<file path="src/rtl/rf_pkg.sv">
// Shared types and constants for the multiport register file.
// Imported by the clear sweep engine and the register file top.
package rf_pkg;

    typedef enum logic {
        IDLE,
        CLEAR
    } state_t;

    localparam logic [1:0] SRC_A = 2'd0;
    localparam logic [1:0] SRC_B = 2'd1;
    localparam logic [1:0] SRC_C = 2'd2;

    localparam int ZERO_ADDR = 0;
    localparam int ONES_ADDR = 1;

endpackage

</file>
<file path="src/rtl/rf_multiport_if.sv">
// Write/read/clear bundle between the datapath and the register file.
// master drives requests, slave returns read data and status.
interface rf_multiport_if #(
    parameter int N           = 8,
    parameter int addressBits = 3,
    parameter int READ_PORTS  = 2
);

    logic                                   writeEnable;
    logic [addressBits-1:0]                 writeAddress;
    logic [1:0]                             selectSource;
    logic [N-1:0]                           A;
    logic [N-1:0]                           B;
    logic [N-1:0]                           C;
    logic [READ_PORTS-1:0][addressBits-1:0] readAddress;
    logic [READ_PORTS-1:0][N-1:0]           readData;
    logic                                   clearStart;
    logic                                   busy;
    logic                                   writeDropped;

    modport master (
        output writeEnable,
        output writeAddress,
        output selectSource,
        output A,
        output B,
        output C,
        output readAddress,
        output clearStart,
        input  readData,
        input  busy,
        input  writeDropped
    );

    modport slave (
        input  writeEnable,
        input  writeAddress,
        input  selectSource,
        input  A,
        input  B,
        input  C,
        input  readAddress,
        input  clearStart,
        output readData,
        output busy,
        output writeDropped
    );

endinterface

</file>
<file path="src/rtl/rf_clear_sweep.sv">
// Bulk-clear engine: walks storage addresses 2..DEPTH-1,
// zeroing one register per cycle, then returns to IDLE.
module rf_clear_sweep
    import rf_pkg::*;
#(
    parameter int addressBits = 3
) (
    input  logic                   clk,
    input  logic                   rst,
    input  logic                   clearStart,
    output logic                   busy,
    output logic                   clearWriteEnable,
    output logic [addressBits-1:0] clearAddress
);

    localparam int DEPTH = 1 << addressBits;

    localparam logic [addressBits-1:0] FIRST =
        addressBits'(2);
    localparam logic [addressBits-1:0] LAST =
        addressBits'(DEPTH - 1);

    state_t                 state;
    logic [addressBits-1:0] count;

    // Sweep FSM; clearStart is ignored once a sweep is running.
    always_ff @(posedge clk or posedge rst) begin
        if (rst) begin
            state <= IDLE;
            count <= FIRST;
            busy  <= 1'b0;
        end else begin
            case (state)
                IDLE: begin
                    if (clearStart) begin
                        state <= CLEAR;
                        count <= FIRST;
                        busy  <= 1'b1;
                    end
                end
                CLEAR: begin
                    if (count == LAST) begin
                        state <= IDLE;
                        count <= FIRST;
                        busy  <= 1'b0;
                    end else begin
                        count <= count + addressBits'(1);
                    end
                end
            endcase
        end
    end

    assign clearWriteEnable = (state == CLEAR);
    assign clearAddress     = count;

endmodule

</file>
<file path="src/rtl/rf_multiport.sv">
// Datapath register file: constant regs 0/1, one muxed write
// port, bypassed registered read ports and a bulk-clear engine.
module rf_multiport
    import rf_pkg::*;
#(
    parameter int N           = 8,
    parameter int addressBits = 3,
    parameter int READ_PORTS  = 2
) (
    input logic           clk,
    input logic           rst,
    rf_multiport_if.slave bus
);

    localparam int DEPTH = 1 << addressBits;

    typedef logic [addressBits-1:0] addr_t;

    localparam addr_t ZERO_A = addr_t'(ZERO_ADDR);
    localparam addr_t ONES_A = addr_t'(ONES_ADDR);

    function automatic logic isStorage(input addr_t a);
        return (a != ZERO_A) && (a != ONES_A);
    endfunction

    logic         clearWe;
    addr_t        clearAddr;
    logic         sweepBusy;
    logic [N-1:0] srcData;
    logic         userWe;
    logic         we;
    addr_t        wa;
    logic [N-1:0] wd;

    logic [N-1:0]                 mem [DEPTH];
    logic [READ_PORTS-1:0][N-1:0] rdNext;

    rf_clear_sweep #(
        .addressBits(addressBits)
    ) u_sweep (
        .clk              (clk),
        .rst              (rst),
        .clearStart       (bus.clearStart),
        .busy             (sweepBusy),
        .clearWriteEnable (clearWe),
        .clearAddress     (clearAddr)
    );

    assign bus.busy = sweepBusy;

    // Write source mux; code 3 falls back to A.
    always_comb begin
        srcData = bus.A;
        case (bus.selectSource)
            SRC_B:   srcData = bus.B;
            SRC_C:   srcData = bus.C;
            default: srcData = bus.A;
        endcase
    end

    assign userWe = bus.writeEnable && !clearWe
                 && isStorage(bus.writeAddress);

    // Single effective write port: the sweep owns it in CLEAR.
    always_comb begin
        we = userWe;
        wa = bus.writeAddress;
        wd = srcData;
        if (clearWe) begin
            we = 1'b1;
            wa = clearAddr;
            wd = '0;
        end
    end

    // Storage array; entries 0 and 1 are never written.
    always_ff @(posedge clk or posedge rst) begin
        if (rst) begin
            for (int i = 0; i < DEPTH; i++) begin
                mem[i] <= '0;
            end
        end else if (we) begin
            mem[wa] <= wd;
        end
    end

    for (genvar p = 0; p < READ_PORTS; p++) begin : g_read
        addr_t ra;
        assign ra = bus.readAddress[p];
        assign rdNext[p] =
            (ra == ZERO_A)      ? {N{1'b0}} :
            (ra == ONES_A)      ? {N{1'b1}} :
            (we && (wa == ra))  ? wd        :
                                  mem[ra];
    end

    // Registered read data for all ports.
    always_ff @(posedge clk or posedge rst) begin
        if (rst) begin
            bus.readData <= '0;
        end else begin
            bus.readData <= rdNext;
        end
    end

    // Flags a user write to storage discarded by the sweep.
    always_ff @(posedge clk or posedge rst) begin
        if (rst) begin
            bus.writeDropped <= 1'b0;
        end else begin
            bus.writeDropped <= bus.writeEnable && clearWe
                             && isStorage(bus.writeAddress);
        end
    end

endmodule

</file>
<file path="src/flat_wrapper.sv">
// flat-port wrapper written by rule: the top's interface ports become plain ports
module rf_multiport_flat import rf_pkg::*;
#(
    parameter int N           = 8,
    parameter int addressBits = 3,
    parameter int READ_PORTS  = 2
)
  (clk, rst, bus_writeEnable, bus_writeAddress, bus_selectSource, bus_A, bus_B, bus_C, bus_readAddress, bus_clearStart, bus_readData, bus_busy, bus_writeDropped);
  rf_multiport_if #(.N(N), .addressBits(addressBits), .READ_PORTS(READ_PORTS)) bus_i ();
  input logic clk;
  input logic rst;
  input wire logic [$bits(bus_i.writeEnable)-1:0] bus_writeEnable;
  input wire logic [$bits(bus_i.writeAddress)-1:0] bus_writeAddress;
  input wire logic [$bits(bus_i.selectSource)-1:0] bus_selectSource;
  input wire logic [$bits(bus_i.A)-1:0] bus_A;
  input wire logic [$bits(bus_i.B)-1:0] bus_B;
  input wire logic [$bits(bus_i.C)-1:0] bus_C;
  input wire logic [$bits(bus_i.readAddress)-1:0] bus_readAddress;
  input wire logic [$bits(bus_i.clearStart)-1:0] bus_clearStart;
  output wire logic [$bits(bus_i.readData)-1:0] bus_readData;
  output wire logic [$bits(bus_i.busy)-1:0] bus_busy;
  output wire logic [$bits(bus_i.writeDropped)-1:0] bus_writeDropped;
  assign bus_i.writeEnable = bus_writeEnable;
  assign bus_i.writeAddress = bus_writeAddress;
  assign bus_i.selectSource = bus_selectSource;
  assign bus_i.A = bus_A;
  assign bus_i.B = bus_B;
  assign bus_i.C = bus_C;
  assign bus_i.readAddress = bus_readAddress;
  assign bus_i.clearStart = bus_clearStart;
  assign bus_readData = bus_i.readData;
  assign bus_busy = bus_i.busy;
  assign bus_writeDropped = bus_i.writeDropped;
  rf_multiport #(.N(N), .addressBits(addressBits), .READ_PORTS(READ_PORTS)) u_core (.clk(clk), .rst(rst), .bus(bus_i));
endmodule
</file>
<file path="config.mk">
export PLATFORM = sky130hd
export DESIGN_NAME = rf_multiport_flat
export DESIGN_NICKNAME = d
export VERILOG_FILES = /design/src/rtl/rf_pkg.sv /design/src/rtl/rf_multiport_if.sv /design/src/rtl/rf_clear_sweep.sv /design/src/rtl/rf_multiport.sv /design/src/flat_wrapper.sv
export SDC_FILE = /design/constraint.sdc
export NUM_CORES = 1
export LEC_CHECK = 0
export ABC_AREA = 1
export CAP_MARGIN = 10
export CORE_MARGIN = 4
export CORE_UTILIZATION = 51
export CTS_BUF_LIST = sky130_fd_sc_hd__clkbuf_2 sky130_fd_sc_hd__clkbuf_4 sky130_fd_sc_hd__clkbuf_8
export DETAILED_ROUTE_END_ITERATION = 8
export GPL_TIMING_DRIVEN = 0
export PLACE_DENSITY = 0.83
export SLEW_MARGIN = 15
export SYNTH_ARGS = -nofsm -noshare
export SYNTH_HDL_FRONTEND = slang
export SYNTH_SLANG_ARGS = --single-unit
</file>
<file path="constraint.sdc">
create_clock -name clk -period 7.41 [get_ports clk]
set_clock_uncertainty 0.1 [all_clocks]
set_input_delay 0.741 -clock clk [delete_from_list [all_inputs] [get_ports clk]]
set_output_delay 0.741 -clock clk [all_outputs]
set_load 0.005 [all_outputs]
</file>
# Word-level counts from Yosys, hierarchy flattened
# Index checks and enable logic that the tools add are counted.
# totals
ff_bits,86
in_bits,39
out_inout_bits,18
# classes
n_addsub,1
n_lt_le_gt_ge,4
n_eq_ne,10
mux,28
bitwise_logic,4
n_reduce_logical,13
# ops
op,n
$mux W8,12
$bwmux W64,1
$bmux W8 S3,2
$demux W8 S3,1
$pmux W8 S2,1
$ge A4 B4 Y1 const B,3
$not A3 Y4,3
$mux W3,3
$logic_and A1 B1 Y1,8
$eq A3 B1 Y1 const B,2
$eq A3 B3 Y1,2
$logic_not A3 Y1,2
$pmux W3 S2,1
$mux W1,5
$lt A4 B1 Y1 const B,1
$pmux W1 S2,2
$add A3 B1 Y3 const B,1
$eq A3 B3 Y1 const B,1
$ne A3 B1 Y1 const B,1
$reduce_bool A3 Y1,1
$eq A2 B1 Y1 const B,1
$eq A2 B2 Y1 const B,1
$ne A2 B1 Y1 const B,1
$ne A2 B2 Y1 const B,1
other kinds (3),3

# Logic depth before layout (Yosys ltp)
# depth
word_depth,8
depth_mapped,13
ltp_nobuf,11

# Modules after synthesis
# Synthesis repeated with hierarchy kept, for this count alone.
# hier_totals
cells_unflattened,807
area_unflattened_um2,5382.7
# by_module_without_submodules
mod,instances,cells_each,area_each_um2,seq_area_each_um2
rf_multiport,1,780,5141.2,2026.9
rf_clear_sweep,1,27,241.5,126.4

# Worst setup path after synthesis
# No wires, ideal clock.
# synth_path
path_type,input to register
from,in bus_selectSource[0]
to,reg u_core.bus.readData[10]
setup_time_ns,0.115
arrival_ns,1.861
t_required_ns,7.195
slack_ns,5.334
stages,10
path_cell_list,inv_1 > ha_1 > clkbuf_1 > inv_1 > o21ai_0 > a21oi_1 > nand3_1 > nand3_1 > nand2_1 > inv_1
# synth_rtl
item,line_no,text
start: declaration,flat_wrapper.sv:14,input wire logic [$bits(bus_i.selectSource)-1:0] bus_selectSource;
end signal: assignment,rf_multiport.sv:102,bus.readData <= rdNext;
end: declaration,rf_multiport_if.sv:44,"output readData,"

# Worst setup path after layout
# layout_path
from,in bus_selectSource[0]
to,reg u_core.mem[32] (netlist bit)
# layout_via
elab_chain_cells,4
word_cells_on_any_way,5
classes_between,eq/ne: 2; mux: 3
# layout_rtl
item,line_no,text
$eq A2 B2 Y1 / $eq A2 B1 Y1 (equally long branches),rf_multiport.sv:54,case (bus.selectSource)
$pmux W8 S2 (*),rf_multiport.sv:54,
$mux W8 (*),rf_multiport.sv:69,if (clearWe) begin
$bwmux W64 (*),rf_multiport.sv:83,mem[wa] <= wd;
end signal: indexed assignment,rf_multiport.sv:83,
end: declaration,rf_multiport.sv:35,logic [N-1:0] mem [DEPTH];
# Mark *: on every way between the ends. The rest lies on a longest branch, timed or not.
# A chain may end at the register's enable or synchronous reset.

==> flow_summary.html <==
<table>
<tr><th>Metric</th><th>Value</th></tr>
<tr><th colspan="2">Die</th></tr>
<tr><td>FP Rows</td><td>36</td></tr>
<tr><td>Effective utilization at floorplan</td><td>52.82%</td></tr>
<tr><td># IOs</td><td>57</td></tr>
<tr><td>Die area</td><td>around 0.012 mm²</td></tr>
<tr><td>Placeable Area</td><td>around 0.0098 mm²</td></tr>
<tr><td>Die width</td><td>between 100 and 150 µm</td></tr>
<tr><td>Die Y-Extent</td><td>between 100 and 150 µm</td></tr>
<tr><th colspan="2">Yosys</th></tr>
<tr><td>Register bit total from synthesis</td><td>86</td></tr>
<tr><td>Cell type contributing the most total cell area after synthesis</td><td>dfrtp_1</td></tr>
<tr><td>Most frequently used flop master after synthesis</td><td>dfrtp_1</td></tr>
<tr><td>Sequential share of the synthesized area</td><td>between 40 and 50%</td></tr>
<tr><td>Average instance area after synthesis</td><td>6.483 µm²</td></tr>
<tr><td>Cell with the most instances after synthesis</td><td>nand2_1</td></tr>
<tr><td>Cell count after synthesis</td><td>800</td></tr>
<tr><td>Combined area of all synthesized cells</td><td>0.005186 mm²</td></tr>
<tr><td>Number of nets produced by synthesis</td><td>approximately 840</td></tr>
<tr><td>Yosys warning count</td><td>0</td></tr>
<tr><td>Count of distinct cell types in the synthesized netlist</td><td>22</td></tr>
<tr><td>Top post-synthesis cells by count</td><td>nand2_1 (384), inv_1 (89), dfrtp_1 (85)</td></tr>
<tr><td>Number of enable flip-flop cells after synthesis</td><td>0</td></tr>
<tr><td>Portion of synthesized cell area occupied by the leading cell type</td><td>roughly two fifths</td></tr>
<tr><td>Synth async-reset ratio</td><td>100.0%</td></tr>
<tr><td>Main area contributors after synthesis</td><td>dfrtp_1 (41%), nand2_1 (28%), nand3_1 (7.5%)</td></tr>
<tr><th colspan="2">Detailed routing</th></tr>
<tr><td>Detailed-router iteration count before antenna repair</td><td>6</td></tr>
<tr><td>Number of antenna-violating nets in the routed design</td><td>0</td></tr>
<tr><td>Number of design rule violations left after detail routing</td><td>0</td></tr>
<tr><td>Routed via count</td><td>approximately 5400</td></tr>
<tr><td>Routed Wire Length</td><td>about 16000 µm</td></tr>
<tr><td>Detailed Route Iter0 Violations</td><td>between 600 and 700</td></tr>
<tr><td>Routed wirelength normalized by instance count</td><td>between 15 and 20 µm</td></tr>
<tr><td>Avg Vias per Cell</td><td>around 5.4</td></tr>
<tr><th colspan="2">Clock tree</th></tr>
<tr><td>Clock tree from TritonCTS</td><td>built</td></tr>
<tr><td>Clock input transition at the sequential cells of the worst setup and hold paths</td><td>0.08 ns</td></tr>
<tr><td>Count of hold buffers inserted by post-cts repair</td><td>0</td></tr>
<tr><td>CTS H-tree depth</td><td>3</td></tr>
<tr><td>Root buf cell</td><td>clkbuf_8</td></tr>
<tr><td>Number of clock buffers inserted by TritonCTS</td><td>9</td></tr>
<tr><td>Resized cells post-CTS</td><td>0</td></tr>
<tr><td>Worst skew pair latency</td><td>approximately 0.37 ns</td></tr>
<tr><td>Number of setup buffers added after CTS</td><td>0</td></tr>
<tr><td>Maximum buffer depth of the clock tree</td><td>2</td></tr>
<tr><td>Sink Count</td><td>86</td></tr>
<tr><th colspan="2">Run status</th></tr>
<tr><td>Outcome</td><td>finished, final reports clean</td></tr>
<tr><th colspan="2">Pwr</th></tr>
<tr><td>Maximum ir drop on the vdd rail</td><td>between 0.00015 and 0.0002 V</td></tr>
<tr><td>Total power per unit cell area</td><td>slightly above 300 mW/mm²</td></tr>
<tr><td>Combinational Power Share</td><td>42.7%</td></tr>
<tr><td>Part of the total power dissipated in the clock network</td><td>between 20% and 30%</td></tr>
<tr><td>Switching part of the total power</td><td>41.34%</td></tr>
<tr><td>Leakage power figure</td><td>around 3.3 nW</td></tr>
<tr><td>Reg power frac</td><td>36.3%</td></tr>
<tr><td>Net load switching power</td><td>around 800 µW</td></tr>
<tr><td>Cell internal power dissipation</td><td>roughly 1.1 mW</td></tr>
<tr><th colspan="2">Setup path</th></tr>
<tr><td>Worst setup EP type</td><td>register</td></tr>
<tr><td>Critical path fanouts, max</td><td>9</td></tr>
<tr><td>Arrival time at the worst endpoint</td><td>a little under 3 ns</td></tr>
<tr><td>Worst R2R Path Depth</td><td>6</td></tr>
<tr><td>Most frequent cell on the critical path</td><td>inv_1</td></tr>
<tr><td>Slowest library cell on the worst path</td><td>clkdlybuf4s50_1</td></tr>
<tr><td>Crit-path cells</td><td>clkdlybuf4s50_1 -&gt; inv_1 -&gt; ha_1 -&gt; clkbuf_1 -&gt; inv_1 -&gt; o21ai_0 -&gt; a21oi_1 -&gt; inv_1 -&gt; o21ai_0</td></tr>
<tr><td>Endpoint required time on the critical path</td><td>approximately 7.6 ns</td></tr>
<tr><td>Crit Path Class</td><td>in -&gt; reg</td></tr>
<tr><td>Longest individual stage delay on the worst path</td><td>0.50 ns</td></tr>
<tr><td>Type of element launching the critical path</td><td>primary input</td></tr>
<tr><th colspan="2">Layout</th></tr>
<tr><td>Count of inserted antenna diode cells</td><td>0</td></tr>
<tr><td># nets final</td><td>roughly 910</td></tr>
<tr><td>Area growth from synthesis to layout</td><td>18.05%</td></tr>
<tr><td>Layout cell share with drive strength beyond 1</td><td>about 6.5%</td></tr>
<tr><td>Filler cell count</td><td>about 940</td></tr>
<tr><th colspan="2">STA</th></tr>
<tr><td>Fin. max-slew vios</td><td>0</td></tr>
<tr><td>Count of final setup violators</td><td>0</td></tr>
<tr><td>Setup Total Neg Slack</td><td>0 ns</td></tr>
<tr><td>Upper clock frequency limit</td><td>0.3568 GHz</td></tr>
<tr><td>Final number of hold-violating endpoints</td><td>0</td></tr>
<tr><td>Minimum clock period after layout</td><td>2.803 ns</td></tr>
<tr><td>Final worst setup slack</td><td>4.607 ns</td></tr>
<tr><td>Period utilization</td><td>between 30% and 40%</td></tr>
<tr><td>Worst-case headroom to the max-slew limit</td><td>~55%</td></tr>
<tr><td>Worst Max-Slew Pin Slew</td><td>around 0.68 ns</td></tr>
<tr><td>Setup repair after global routing missed its margin</td><td>false</td></tr>
<tr><th colspan="2">Global routing</th></tr>
<tr><td>Maximum number of pins on one net before global-route repair</td><td>54</td></tr>
<tr><td>Via count of the first global-routing pass</td><td>4867</td></tr>
<tr><td>First-pass GRT wire length</td><td>between 20000 and 30000 µm</td></tr>
<tr><td>Overall overflow remaining after global route</td><td>0</td></tr>
<tr><td>Overall global routing resource usage</td><td>between 20 and 30%</td></tr>
<tr><td>Initial antenna violation count</td><td>0</td></tr>
<tr><th colspan="2">Place</th></tr>
<tr><td>Global placement routability congestion</td><td>approximately 1</td></tr>
<tr><td>Minimum setup slack after placement</td><td>4.274 ns</td></tr>
<tr><td>Half-perimeter wire length after placement</td><td>11590 µm</td></tr>
<tr><td>PortBufs</td><td>50</td></tr>
<tr><th colspan="2">Hold path</th></tr>
<tr><td>Worst hold path type</td><td>reg -&gt; reg</td></tr>
<tr><td>Min-Delay Path Depth</td><td>2</td></tr>
<tr><th colspan="2">Flow run</th></tr>
<tr><td>Max-Cap Viols</td><td>0</td></tr>
</table>
-- final cells by class --
cell class | count | area, µm² | area share (%)
clock buffer | 11 | 138.9 | 2.269
multi-input combinational | 583 | 2520 | 41.16
inverter | 94 | 355.3 | 5.804
sequential | 86 | 2153 | 35.17
timing repair buffer | 51 | 528.0 | 8.625
clock inverter | 5 | 100.1 | 1.635
buffer | 37 | 160.2 | 2.616
tap | 133 | 166.4 | 2.718
-- metal layers --
metal  share of wire [%]  global-route usage (%)
met1                  41                   38.37
met2                  46                   41.75
met3                  10                   6.986
met4                 3.5                   10.73
met5                   0                       0
-- flip-flops by register name, indices dropped and copies added (netlist names) --
signal and flops:
u_core.bus.writeDropped 1, u_core.u_sweep.clearAddress 3, u_core.bus.readData 16, u_core.mem 64
u_core.u_sweep.clearWriteEnable 1, u_core.u_sweep.busy 1
-- logic make-up (layout without fill, tap and decap cells) --
group	count (synthesis)	in the layout	share of synthesized area, %
AO/OA/AOI/OAI	79	79	7.865
buffers and inverters	131	198	9.892
flip-flops	86	86	41.52
AND/OR/NAND/NOR	500	500	39.76
adder cells (fa/ha/maj)	4	4	0.9651
-- power groups by stage --
stage / registers [mW] / logic, mW / clock network (mW)
final: 0.687 / 0.809 / 0.397
after global routing: 0.703 / 0.905 / 0.424
after CTS: 0.686 / 0.796 / 0.401
after detailed placement: 0.694 / 0.792 / 0
after global placement: 0.686 / 0.778 / 0
after floorplan: 0.675 / 0.532 / 0
-- critical path: cells and delay by family --
family,cells,cell delay (ns)
buf+inv,5,1.24
compound gates,3,0.71
fa+ha+maj,1,0.28
-- cell usage in the layout (no fill, tap or decap) --
master,instances
nand2_1,384
inv_1,88
dfrtp_1,85
nand3_1,78
o21ai_0,52
clkdlybuf4s50_1,50
nor2_1,22
clkbuf_1,19
a21oi_1,18
buf_2,14
clkbuf_8,9
o21ai_1,7
nand4_2,6
inv_2,5
nand2_2,5
ha_1,4
buf_1,3
bufinv_16,3
nor2_2,2
nor2_4,2
clkbuf_4,2
clkinv_2,2
buf_4,1
o21ai_4,1
or2_2,1
o22ai_1,1
inv_4,1
buf_16,1
dfstp_2,1
-- worst paths after layout --
check / from / to / slack, ns
worst max-delay path: bus_selectSource[0] / u_core.mem[32]$_DFFE_PP0P_ / 4.61
worst min-delay path: u_core.mem[35]$_DFFE_PP0P_ / u_core.mem[35]$_DFFE_PP0P_ / 0.39
worst max register to register: u_core.u_sweep.clearWriteEnable$_DFF_PP0_ / u_core.mem[32]$_DFFE_PP0P_ / 5.34
worst min register to register: u_core.mem[35]$_DFFE_PP0P_ / u_core.mem[35]$_DFFE_PP0P_ / 0.39
max in group asynchronous: rst / u_core.u_sweep.clearAddress[1]$_DFFE_PP1P_ / 5.93
min in group asynchronous: rst / u_core.mem[27]$_DFFE_PP0P_ / 0.63
-- per-stage QoR --
stage | total power [mW] | utilization, % | cell area, µm² | cells | hold WS (ns)
2_1_floorplan | 1.207 | - | 5186 | 800 | 0.3530
3_3_place_gp | 1.464 | 59.61 | 5853 | 983 | 0.3659
3_5_place_dp | 1.486 | 59.91 | 5883 | 984 | 0.3730
4_1_cts | 1.883 | 62.35 | 6122 | 1000 | 0.3923
5_1_grt | 2.033 | 62.35 | 6122 | 1000 | 0.4196
6_report | 1.894 | 62.35 | 6122 | 1000 | 0.3875
Power figures use the tool's default switching activity.
